`config.mk`:
```
export PLATFORM = sky130hd
export DESIGN_NAME = wb_arbiter
export DESIGN_NICKNAME = d
export VERILOG_FILES = /design/src/rtl/riscv_structures.sv /design/src/rtl/wb_fifo.sv /design/src/rtl/wb_arbiter.sv
export SDC_FILE = /design/constraint.sdc
export NUM_CORES = 1
export LEC_CHECK = 0
export CAP_MARGIN = 20
export CORE_UTILIZATION = 59
export CTS_CLUSTER_DIAMETER = 40
export DETAILED_ROUTE_END_ITERATION = 8
export PLACE_DENSITY = 0.93
export SLEW_MARGIN = 20
export SYNTH_ARGS = -nofsm -noshare
export SYNTH_HDL_FRONTEND = slang
export SYNTH_SLANG_ARGS = --single-unit
```
`constraint.sdc`:
```
create_clock -name clk -period 12.89 [get_ports clk]
set_input_delay 2.578 -clock clk [delete_from_list [all_inputs] [get_ports clk]]
set_output_delay 2.578 -clock clk [all_outputs]
set_load 0.03 [all_outputs]
```
`src/rtl/riscv_structures.sv`:
```
// Shared pipeline record types for the RISC-V core.
// Latency: none (types and constants only).
// Backpressure: not applicable.
package riscv_structures;

    // Upper bound on the number of writeback sources feeding the register file.
    localparam int WB_NSRC_MAX = 8;

    // Memory-stage to writeback record.
    typedef struct packed {
        logic [4:0]  rd;
        logic [31:0] data;
        logic        reg_write;
    } mem_to_wb_s;

endpackage

```
`src/rtl/wb_fifo.sv`:
```
// Per-source writeback queue with per-entry visibility for the pending-register mask.
// Latency: a push is visible at head/empty one cycle later; pop takes effect on the same edge.
// Backpressure: full blocks push (even with a same-cycle pop); flush empties and blocks push.
module wb_fifo
    import riscv_structures::*;
#(
    parameter int DEPTH = 2
) (
    input  logic             clk,
    input  logic             rst_n,
    input  logic             push,
    input  logic             pop,
    input  logic             flush,
    input  mem_to_wb_s       push_rec,
    output logic             full,
    output logic             empty,
    output mem_to_wb_s       head,
    output logic [4:0]       ent_rd [DEPTH],
    output logic [DEPTH-1:0] ent_vld
);

    localparam int AW = $clog2(DEPTH);

    // Pointers carry one extra wrap bit so full and empty are distinguishable.
    logic [AW:0] wr_ptr;
    logic [AW:0] rd_ptr;
    logic [AW:0] count;
    mem_to_wb_s  mem [DEPTH];

    assign empty = (wr_ptr == rd_ptr);
    assign full  = (wr_ptr[AW] != rd_ptr[AW]) && (wr_ptr[AW-1:0] == rd_ptr[AW-1:0]);
    assign count = wr_ptr - rd_ptr;
    assign head  = mem[rd_ptr[AW-1:0]];

    // Pointer update: flush wins over push and pop.
    always_ff @(posedge clk or negedge rst_n) begin
        if (!rst_n) begin
            wr_ptr <= '0;
            rd_ptr <= '0;
        end else if (flush) begin
            wr_ptr <= '0;
            rd_ptr <= '0;
        end else begin
            if (push && !full) begin
                wr_ptr <= wr_ptr + 1'b1;
            end
            if (pop && !empty) begin
                rd_ptr <= rd_ptr + 1'b1;
            end
        end
    end

    // Storage write; contents are only meaningful where ent_vld is set, so no reset.
    always_ff @(posedge clk) begin
        if (push && !full && !flush) begin
            mem[wr_ptr[AW-1:0]] <= push_rec;
        end
    end

    // An entry is live when its distance from the read pointer is below the occupancy.
    always_comb begin
        logic [AW-1:0] off;
        off     = '0;
        ent_vld = '0;
        for (int i = 0; i < DEPTH; i++) begin
            off        = AW'(i) - rd_ptr[AW-1:0];
            ent_vld[i] = ({1'b0, off} < count);
            ent_rd[i]  = mem[i].rd;
        end
    end

endmodule

```
`src/rtl/wb_arbiter.sv`:
```
// Round-robin merge of N_SRC writeback streams into one register-file write port.
// Latency: record accepted at edge E0 strobes write_back_enable in the cycle after E0+1.
// Backpressure: src_ready[i] is simply !full of that source's queue (low during reset).
module wb_arbiter
    import riscv_structures::*;
#(
    parameter int N_SRC = 3,
    parameter int DEPTH = 2
) (
    input  logic             clk,
    input  logic             rst_n,
    input  logic             flush,
    input  logic [N_SRC-1:0] src_valid,
    input  mem_to_wb_s       src_req [N_SRC],
    output logic [N_SRC-1:0] src_ready,
    output logic [4:0]       writeback_address,
    output logic [31:0]      write_back_data,
    output logic             write_back_enable,
    output logic [31:0]      pending_mask
);

    localparam int IW = (N_SRC > 1) ? $clog2(N_SRC) : 1;

    logic [N_SRC-1:0] fifo_full;
    logic [N_SRC-1:0] fifo_empty;
    logic [N_SRC-1:0] push;
    logic [N_SRC-1:0] pop;
    mem_to_wb_s       fifo_head [N_SRC];
    logic [4:0]       ent_rd    [N_SRC][DEPTH];
    logic [DEPTH-1:0] ent_vld   [N_SRC];

    logic [IW-1:0]    rr_ptr;
    logic [IW-1:0]    rr_next;
    logic             grant_vld;
    logic [IW-1:0]    grant_idx;
    mem_to_wb_s       sel_rec;

    logic             out_vld;
    logic [4:0]       out_rd;
    logic [31:0]      out_data;

    // Ready is gated by reset so nothing is offered while the block is held.
    assign src_ready = {N_SRC{rst_n}} & ~fifo_full;

    // Records that would not write a real register are consumed but never queued.
    always_comb begin
        push = '0;
        for (int i = 0; i < N_SRC; i++) begin
            push[i] = src_valid[i] && src_ready[i] && src_req[i].reg_write
                      && (src_req[i].rd != 5'd0) && !flush;
        end
    end

    for (genvar i = 0; i < N_SRC; i++) begin : g_src
        wb_fifo #(.DEPTH(DEPTH)) u_fifo (
            .clk      (clk),
            .rst_n    (rst_n),
            .push     (push[i]),
            .pop      (pop[i]),
            .flush    (flush),
            .push_rec (src_req[i]),
            .full     (fifo_full[i]),
            .empty    (fifo_empty[i]),
            .head     (fifo_head[i]),
            .ent_rd   (ent_rd[i]),
            .ent_vld  (ent_vld[i])
        );
    end

    // Round-robin pick of the first non-empty queue at or after rr_ptr; flush suppresses it.
    always_comb begin
        int s;
        int nxt;
        s         = 0;
        nxt       = 0;
        grant_vld = 1'b0;
        grant_idx = '0;
        for (int k = 0; k < N_SRC; k++) begin
            s = int'(rr_ptr) + k;
            if (s >= N_SRC) s = s - N_SRC;
            if (!grant_vld && !fifo_empty[s]) begin
                grant_vld = 1'b1;
                grant_idx = IW'(s);
            end
        end
        if (flush) grant_vld = 1'b0;
        nxt = int'(grant_idx) + 1;
        if (nxt >= N_SRC) nxt = 0;
        rr_next = IW'(nxt);
    end

    // One-hot pop and head mux for the granted queue.
    always_comb begin
        pop     = '0;
        sel_rec = '0;
        for (int i = 0; i < N_SRC; i++) begin
            if (grant_vld && (int'(grant_idx) == i)) begin
                pop[i]  = 1'b1;
                sel_rec = fifo_head[i];
            end
        end
    end

    // Output register and round-robin pointer; address/data hold when idle.
    always_ff @(posedge clk or negedge rst_n) begin
        if (!rst_n) begin
            rr_ptr   <= '0;
            out_vld  <= 1'b0;
            out_rd   <= '0;
            out_data <= '0;
        end else if (grant_vld) begin
            rr_ptr   <= rr_next;
            // Queued records always have reg_write set; keep it in the strobe for safety.
            out_vld  <= sel_rec.reg_write;
            out_rd   <= sel_rec.rd;
            out_data <= sel_rec.data;
        end else begin
            out_vld  <= 1'b0;
        end
    end

    assign write_back_enable = out_vld;
    assign writeback_address = out_rd;
    assign write_back_data   = out_data;

    // Registers with a write still in flight: every live queue entry plus the output stage.
    always_comb begin
        pending_mask = '0;
        for (int i = 0; i < N_SRC; i++) begin
            for (int e = 0; e < DEPTH; e++) begin
                if (ent_vld[i][e]) pending_mask[ent_rd[i][e]] = 1'b1;
            end
        end
        if (out_vld) pending_mask[out_rd] = 1'b1;
        pending_mask[0] = 1'b0;
    end

endmodule

```
==> results of run 1 <==
-- power breakdown --
group	internal (W)	switching (W)
clock network	0.000516	0.000369
registers	0.00106	0.0000860
logic	0.000483	0.000770
-- final timing paths --
check                                                        end  slack (ns)
max                                                 src_ready[1]        5.72
min in group asynchronous        write_back_data[28]$_DFFE_PN0P_        1.90
min                              write_back_data[28]$_DFFE_PN0P_        0.51
min reg2reg                      write_back_data[28]$_DFFE_PN0P_        0.51
max in group asynchronous  g_src[1].u_fifo.rd_ptr[0]$_DFFE_PN0P_       10.02
max reg2reg                       write_back_data[3]$_DFFE_PN0P_        8.51
-- logic make-up (layout without fill, tap and decap cells) --
logic type,after synthesis,after routing,share of synthesized area (%)
AOI/OAI and AO/OA,248,248,14.41
and+or+nand+nor,316,316,12.77
buffers and inverters,91,292,2.820
adders and majority gates,11,11,1.045
other,1,1,0.02846
DFF,280,280,61.84
muxes,80,80,6.097
xor gates and xnor gates,14,14,0.9877
-- metrics by stage --
| step | power [W] | cells | util, % | worst slack [ns] |
|---|---|---|---|---|
| 6_report | 0.003282 | 1522 | 74.98 | 5.720 |
| 5_1_grt | 0.003392 | 1522 | 74.98 | 5.582 |
| 4_1_cts | 0.003265 | 1522 | 74.98 | 5.714 |
| 3_5_place_dp | 0.002371 | 1464 | 70.25 | 5.725 |
| 3_3_place_gp | 0.002312 | 1464 | 70.25 | 5.740 |
| 2_1_floorplan | 0.001928 | 1041 | - | 4.840 |
-- critical path, cell delays in order --
cell and delay [ns]:
buf_2 0.31, buf_4 0.56, a21boi_0 0.36, clkdlybuf4s50_1 0.74
-- sequential cells by signal, summed over array words and instances (netlist names) --
register	cells
g_src.u_fifo.mem	228
write_back_data	32
g_src.u_fifo.rd_ptr	6
g_src.u_fifo.wr_ptr	6
writeback_address	5
rr_ptr	2
write_back_enable	1
-- cell type report --
cell class	count	share of cell area, %
clock inverters	20	1.357
well taps	280	2.134
flip-flops and latches	280	49.66
multi-input cells	670	28.84
repair buffers	211	12.53
clock buffers	38	4.947
inverters	23	0.5260
-- cell usage after synthesis (3+ instances only) --
library cell / number
o41ai_1: 3
nand2_1: 66
or4_1: 4
a21boi_0: 3
inv_1: 22
a22oi_1: 21
nor2b_1: 43
xnor2_1: 9
a221oi_1: 44
or3b_2: 10
ha_1: 11
nor3b_1: 15
xor2_1: 4
nand3_1: 17
or2_2: 11
dfrtp_1: 52
buf_2: 3
nor3_1: 25
or3_1: 4
nor4_1: 13
nor2_1: 64
o211ai_1: 12
edfxtp_1: 228
mux2i_1: 78
and3b_1: 8
buf_1: 4
o22ai_1: 27
nand2b_1: 10
buf_6: 3
a21oi_1: 11
nand3b_1: 12
a211oi_1: 42
a31oi_1: 3
o21ai_0: 20
o221ai_1: 11
and2_1: 8
a22o_1: 37
and3_1: 4
clkbuf_1: 57
-- cells in the final DEF (no fill, tap or decap), types with 7 or more instances in the layout --
cell type	netlist	final
a211oi_1	42	41
a21oi_1	11	11
a221oi_1	44	44
a22o_1	37	37
a22oi_1	21	21
and2_1	8	8
and3b_1	8	8
buf_4	1	20
clkbuf_16	0	31
clkdlybuf4s50_1	0	190
dfrtp_1	52	49
edfxtp_1	228	228
ha_1	11	11
inv_1	22	22
mux2i_1	78	78
nand2_1	66	66
nand2b_1	10	10
nand3_1	17	17
nand3b_1	12	12
nor2_1	64	64
nor2b_1	43	43
nor3_1	25	25
nor3b_1	15	15
nor4_1	13	7
o211ai_1	12	12
o21ai_0	20	19
o221ai_1	11	11
o22ai_1	27	27
or2_2	11	11
or3b_2	10	10
xnor2_1	9	9
-- per-layer routing --
metal | up-vias | routed length (um) | GRT usage (%)
met4 | 0 | 1846 | 17.15
met2 | 726 | 19380 | 58.40
met1 | 4934 | 15360 | 48.03
met5 | - | 0 | 0
li1 | 4426 | - | -
met3 | 133 | 4036 | 5.602
==> results.cfg, run 1 <==
[drt]
first_iter_violations = 1013
via_per_inst = 6.714
num_vias = 10220
post_drt_wl_per_cell_um = 26.69
totalWireLength_um = 40620
route.detailed.drc = 0
drt_pass1_iterations = 6
ant_nets = 0

[logic_synthesis]
syn_avg_cell_area_um2 = 12.66
synth_area_leaders = edfxtp_1, dfrtp_1, mux2i_1
ys_seq_elements = 280
synth_top_area_cell = edfxtp_1
synthFlopType = edfxtp_1
syn-num-nets = 1172
synth_edf_count = 228
synthArstFlopShare_pct = 18.57
ys_types = 57
syn_inst = 1041
netlist.area_leader.share_pct = 51.97
seq_area_frac_synth_pct = 61.84
syn_area_mm2 = 0.01318
yosysWarnings = 0

[clock_tree]
post_cts_buffers = 0
cts.sinks = 280
cts_resized = 0
cts_buffer_depth = 3
cts_htree_levels = 1
ctsRootBufferMaster = clkbuf_16
hold_buffers = 0
cts_tree = built
clk_latency_ns = 0.58
clk_pin_slew_ns = 0.06
cts_inserted_buffers = 31

[floorplanning]
die_y_um = 151.4
initial_core_util_pct = 60.19
ioPinCount = 193
coreArea_mm2 = 0.02189
die_w_um = 151.4
num_rows = 54
dieArea_mm2 = 0.02293

[hold_path]
hold_start = write_back_data[28]$_DFFE_PN0P_
hold_class = reg -> reg
whs_path_depth = 1

[power]
power.density_mw_per_mm2 = 200.0
ir_drop_mv = 0.1660
leakage_nw = 5.478

[timing]
hold_viol = 0
fin_crit_sh_pct = 55.62
relSlewSlack_pct = 23.89
fin_crit_ns = 7.170
fin_setup_tns_ns = 0
setup_viol = 0
worst_clock_skew_ns = 0.03492
rsz0062_at_grt = false
holdWs_ns = 0.5138
slew_viol_final = 0
fmax_ghz = 0.1395
tightest_slew_ns = 1.133

[global_routing]
grt_pass1_wl_um = 61070
grt-ovfl-total = 0
grt_usage_pct = 36.14
grt_pass1_vias = 10450
antenna_found_initial = 0
grt_max_degree = 78

[flow_run]
drv_cap = 0

[cells_and_area]
seq_area_mm2 = 0.008152
fill_cells = 1333
layout-drive-gt1-share_pct = 8.696
antennaDiodeCount = 0
multi_input_comb_area_mm2 = 0.004733
final_area_mm2 = 0.01641
layout.nets = 1348
syn2layout_area_growth_pct = 24.58

[critical_path]
critPathLaunchType = input pin
worstPathRequired_ns = 10.31
critPathMaxFanout = 40
rr_startpoint = g_src[1].u_fifo.rd_ptr[0]$_DFFE_PN0P_
r2r_cells = 9
setup.worst_path.class = in -> out
startpoint = rst_n
arrival_ns = 4.59
worst_setup_path_end_kind = primary output

[place]
place_congestion = 0.9674
io_buffers = 191
placed_area_mm2 = 0.01538
dp_hpwl_um = 26770

[status]
outcome = complete, no violations
Power figures use the tool's default switching activity.
==> run 2, diff against run 1 <==
--- a/config.mk
+++ b/config.mk
@@ -6,10 +6,10 @@
 export NUM_CORES = 1
 export LEC_CHECK = 0
 export CAP_MARGIN = 20
-export CORE_UTILIZATION = 59
+export CORE_UTILIZATION = 49
 export CTS_CLUSTER_DIAMETER = 40
 export DETAILED_ROUTE_END_ITERATION = 8
-export PLACE_DENSITY = 0.93
+export PLACE_DENSITY = 0.83
 export SLEW_MARGIN = 20
 export SYNTH_ARGS = -nofsm -noshare
 export SYNTH_HDL_FRONTEND = slang
==> constraint.sdc (replaced) <==
create_clock -name clk -period 6.5 [get_ports clk]
set_input_delay 1.3 -clock clk [delete_from_list [all_inputs] [get_ports clk]]
set_output_delay 1.3 -clock clk [all_outputs]
set_load 0.03 [all_outputs]
==> results.cfg, run 2 (same netlist as run 1, synthesis figures left out) <==
[status]
outcome = complete, but fails checks
violations = DRC

[global_routing]
grt-ovfl-total = 0
grt_usage_pct = 29.41
grt_pass1_wl_um = 62030
antenna_found_initial = 0
grt_pass1_vias = 10370
grt_max_degree = 58

[drt]
totalWireLength_um = 40160
first_iter_violations = 824
drt_pass1_iterations = 9
via_per_inst = 6.334
num_vias = 9950
ant_nets = 0
post_drt_wl_per_cell_um = 25.56
route.detailed.drc = 10

[floorplanning]
ioPinCount = 193
initial_core_util_pct = 50.27
coreArea_mm2 = 0.02621
die_y_um = 166.0
dieArea_mm2 = 0.02755
die_w_um = 166.0
num_rows = 59

[critical_path]
crit_slowest_cell = nor3_1
path_cells = ha_1 > inv_1 > ha_1 > nor2_1 > nor3_1 > a22oi_1 > nand3_1 > a21oi_1 > o21ai_0 > clkdlybuf4s50_1
max_stage_delay_ns = 0.86
worst_setup_path_end_kind = primary output
path_common_cell = ha_1
critPathLaunchType = flop
arrival_ns = 3.93
worstPathRequired_ns = 5.20
critPathMaxFanout = 22
setup.worst_path.class = reg -> out

[timing]
fin_crit_sh_pct = 80.43
fin_crit_ns = 5.228
hold_viol = 0
worst_clock_skew_ns = 0.02643
relSlewSlack_pct = 23.50
setup_viol = 0
rsz0062_at_grt = false
slew_viol_final = 0
holdWs_ns = 0.5123
tightest_slew_ns = 1.139
fmax_ghz = 0.1913
fin_setup_tns_ns = 0

[cells_and_area]
syn2layout_area_growth_pct = 25.58
final_util_pct = 63.14
layout-drive-gt1-share_pct = 8.981
layout_common_cells = edfxtp_1, clkdlybuf4s50_1, mux2i_1
layout.nets = 1344
final_area_mm2 = 0.01655
fill_cells = 1929
largest_reg_flops = 228
antennaDiodeCount = 0
final_common_cell = edfxtp_1

[clock_tree]
cts_tree = built
clk_latency_ns = 0.56
cts_inserted_buffers = 29
ctsRootBufferMaster = clkbuf_16
hold_buffers = 0
cts.sinks = 280
cts_htree_levels = 1
clk_pin_slew_ns = 0.06
cts_buffer_depth = 3
post_cts_buffers = 0
cts_resized = 0

[place]
place_congestion = 0.9728
placed_area_mm2 = 0.01551
dp_hpwl_um = 27350
io_buffers = 191

[power]
clock_power_share_pct = 26.9
p_comb_share_pct = 38.0
seq_power_share_pct = 35.1
power.density_mw_per_mm2 = 393.1
p_sw_share_pct = 36.46
p_int_w = 0.004133
ir_drop_mv = 0.2932
leakage_nw = 5.485
switchingPower_w = 0.002372

[hold_path]
hold_class = reg -> reg

[flow_run]
drv_cap = 0
[run 2: path summary, 6_finish.rpt]
kind                                                       start                                     to  slack, ns  cells past startpoint
setup / recovery           g_src[1].u_fifo.rd_ptr[0]$_DFFE_PN0P_                        pending_mask[8]       1.27                     10
hold / removal                   write_back_data[29]$_DFFE_PN0P_        write_back_data[29]$_DFFE_PN0P_       0.51                      1
setup reg to reg           g_src[1].u_fifo.rd_ptr[0]$_DFFE_PN0P_   g_src[1].u_fifo.mem[1][36]$_DFFE_PP_       2.81                      6
hold reg to reg                  write_back_data[29]$_DFFE_PN0P_        write_back_data[29]$_DFFE_PN0P_       0.51                      1
max in group asynchronous                                  rst_n  g_src[0].u_fifo.rd_ptr[1]$_DFFE_PN0P_       4.76                      2
min in group asynchronous                                  rst_n        write_back_data[29]$_DFFE_PN0P_       0.81                      1
[run 2: layer usage]
layer	up-vias	share of wire, %	GRT usage, %
met5	-	0	0
met4	0	3.0	11.42
met3	81	8.2	5.052
met2	546	50	51.15
met1	4906	38	36.67
li1	4417	-	-
[run 2: through the flow]
stage                     cells  power (W)  setup WS, ns
after detailed placement   1517   0.004736         1.876
after CTS                  1571   0.006502         1.292
after floorplan            1041   0.003824         1.050
after global routing       1571   0.006756         1.125
after global placement     1515   0.004613         1.541
final                      1571   0.006505         1.272
[run 2: power groups by stage]
| stage | clock (W) | sequential, W | combinational (W) |
|---|---|---|---|
| 2_1_floorplan | 0 | 0.00243 | 0.00140 |
| 3_3_place_gp | 0 | 0.00231 | 0.00230 |
| 3_5_place_dp | 0 | 0.00231 | 0.00243 |
| 4_1_cts | 0.00177 | 0.00228 | 0.00245 |
| 5_1_grt | 0.00184 | 0.00230 | 0.00261 |
| 6_report | 0.00175 | 0.00229 | 0.00247 |
[run 2: critical path: cells and delay by family (launching register included)]
family	cells	cell delay, ns
adder cells (fa/ha/maj)	2	0.53
AND/OR/NAND/NOR	3	1.08
buffers and inverters	2	0.77
flip-flops	1	0.63
AO/OA/AOI/OAI	3	0.35
[run 2: cell type report]
| class | count | area (um^2) | share of cell area [%] |
|---|---|---|---|
| multi-input combinational | 670 | 4796 | 28.99 |
| clock inverter | 22 | 274.0 | 1.656 |
| sequential | 280 | 8152 | 49.27 |
| timing repair buffer | 209 | 2062 | 12.46 |
| clock buffer | 32 | 757.0 | 4.575 |
| tap | 335 | 419.2 | 2.533 |
| inverter | 23 | 86.33 | 0.5218 |
==> run 3, diff against run 2 <==
==> constraint.sdc (replaced) <==
create_clock -name clk -period 4.8 [get_ports clk]
set_input_delay 0.96 -clock clk [delete_from_list [all_inputs] [get_ports clk]]
set_output_delay 0.96 -clock clk [all_outputs]
set_load 0.03 [all_outputs]
==> results.cfg, run 3 (same netlist as run 1, synthesis figures left out) <==
[power]
clock_power_share_pct = 26.1
p_comb_share_pct = 38.6
p_int_w = 0.005501
p_sw_share_pct = 36.77
power.density_mw_per_mm2 = 525.4
leakage_nw = 5.504
switchingPower_w = 0.003199
ir_drop_mv = 0.5149
power.total_w = 0.008700
seq_power_share_pct = 35.3

[cells_and_area]
multi_input_comb_area_mm2 = 0.004786
seq_area_mm2 = 0.008152
final_area_mm2 = 0.01656
layout_common_cells = edfxtp_1, clkdlybuf4s50_1, mux2i_1
largest_reg_flops = 228
final_common_cell = edfxtp_1
layout.nets = 1356
syn2layout_area_growth_pct = 25.67
final_util_pct = 63.18
layout-drive-gt1-share_pct = 9.367
fill_cells = 1920

[clock_tree]
cts_tree = built
cts.sinks = 280
clk_pin_slew_ns = 0.06
ctsRootBufferMaster = clkbuf_16
post_cts_buffers = 0
cts_resized = 0
hold_buffers = 0
clk_latency_ns = 0.56
cts_buffer_depth = 3
cts_inserted_buffers = 31
cts_htree_levels = 1

[timing]
slew_viol_final = 0
fin_crit_ns = 4.522
tightest_slew_ns = 1.112
relSlewSlack_pct = 25.72
holdWs_ns = 0.2274
rsz0062_at_grt = false
worst_clock_skew_ns = 0.02828
fin_crit_sh_pct = 94.21
worst_slack_ns = 0.2780
hold_viol = 0
setup_viol = 0
fmax_ghz = 0.2211

[drt]
drt_pass1_iterations = 9
ant_nets = 0
route.detailed.drc = 22
dr_wl_met2_um = 19290
totalWireLength_um = 39840
num_vias = 10190
via_per_inst = 6.430
post_drt_wl_per_cell_um = 25.14
wl_met3_um = 4021
highest_layer = met5
first_iter_violations = 1208
met1Wirelength_um = 15490

[global_routing]
grt_usage_pct = 28.95
grt-ovfl-total = 0
grt_pass1_wl_um = 61090
grt_pass1_vias = 10250
grt_max_degree = 77
antenna_found_initial = 2

[status]
violations = DRC
outcome = complete, but fails checks

[place]
dp_hpwl_um = 25790
pre_cts_slack_ns = 0.8837
io_buffers = 191
place_congestion = 0.9661
placed_area_mm2 = 0.01556

[critical_path]
startpoint = g_src[1].u_fifo.rd_ptr[1]$_DFFE_PN0P_
critPathMaxFanout = 9
path_cells = xor2_2 > inv_2 > ha_1 > o21ai_0 > nor2_1 > a221oi_1 > o221ai_1 > clkdlybuf4s50_1
setup.worst_path.end = pending_mask[5]
reg2reg_setup_slack_ns = 1.17
max_stage_delay_ns = 0.73
critPathLaunchType = flop
rr_startpoint = g_src[0].u_fifo.rd_ptr[0]$_DFFE_PN0P_
worstPathRequired_ns = 3.84
r2r_end = g_src[0].u_fifo.mem[0][31]$_DFFE_PP_
setup.worst_path.class = reg -> out
crit_slowest_cell = clkdlybuf4s50_1
r2r_cells = 6
worst_setup_path_end_kind = primary output
arrival_ns = 3.56

[floorplanning]
die_y_um = 166.0
coreArea_mm2 = 0.02621
num_rows = 59
die_w_um = 166.0
dieArea_mm2 = 0.02755
initial_core_util_pct = 50.27
ioPinCount = 193

[hold_path]
hold_class = in -> async

[flow_run]
drv_cap = 0
## run 3: per-layer routing
metal  vias up  global-route usage, %
met1      4999                  37.11
met3        99                  6.554
li1       4438                      -
met5         -                      0
met4         4                  10.04
met2       651                  48.49
## run 3: area by class of cell
class | instances | area share [%]
Inverter | 23 | 0.5214
Timing Repair Buffer | 219 | 12.79
Multi-Input combinational cell | 670 | 28.91
Tap cell | 335 | 2.532
Sequential cell | 280 | 49.23
Clock inverter | 16 | 0.9748
Antenna cell | 1 | 0.01511
Clock buffer | 41 | 5.033
## run 3: worst min-delay path by stage
| stage | from | end | slack [ns] | depth (start not counted) |
|---|---|---|---|---|
| floorplan | rr_ptr[1]$_DFFE_PN0P_ | rr_ptr[1]$_DFFE_PN0P_ | 0.51 | 1 |
| global placement | write_back_data[30]$_DFFE_PN0P_ | write_back_data[30]$_DFFE_PN0P_ | 0.49 | 1 |
| detailed placement | write_back_data[9]$_DFFE_PN0P_ | write_back_data[9]$_DFFE_PN0P_ | 0.49 | 1 |
| CTS | rst_n | g_src[0].u_fifo.wr_ptr[0]$_DFFE_PN0P_ | 0.22 | 1 |
| global route | rst_n | g_src[0].u_fifo.wr_ptr[0]$_DFFE_PN0P_ | 0.22 | 1 |
| finish | rst_n | g_src[0].u_fifo.rd_ptr[0]$_DFFE_PN0P_ | 0.23 | 1 |
## run 3: worst max-delay path: cells and delay by family, from the launching register on
| family | cells | cell delay, ns |
|---|---|---|
| compound gates | 3 | 0.49 |
| xor+xnor | 1 | 0.30 |
| simple gates | 1 | 0.55 |
| fa+ha+maj | 1 | 0.35 |
| buf+inv | 2 | 0.89 |
| flops | 1 | 0.41 |
## run 3: through the flow
| stage | TNS (ns) | cells |
|---|---|---|
| after floorplan | -48.71 | 1041 |
| after global placement | 0 | 1527 |
| after detailed placement | 0 | 1527 |
| after CTS | 0 | 1584 |
| after global routing | 0 | 1584 |
| final | 0 | 1585 |
## run 3: power by group through the flow
stage	registers, W	clock network, W	logic [W]
2_1_floorplan	0.00328	0	0.00190
3_3_place_gp	0.00310	0	0.00320
3_5_place_dp	0.00310	0	0.00330
4_1_cts	0.00306	0.00229	0.00335
5_1_grt	0.00308	0.00240	0.00355
6_report	0.00307	0.00227	0.00336
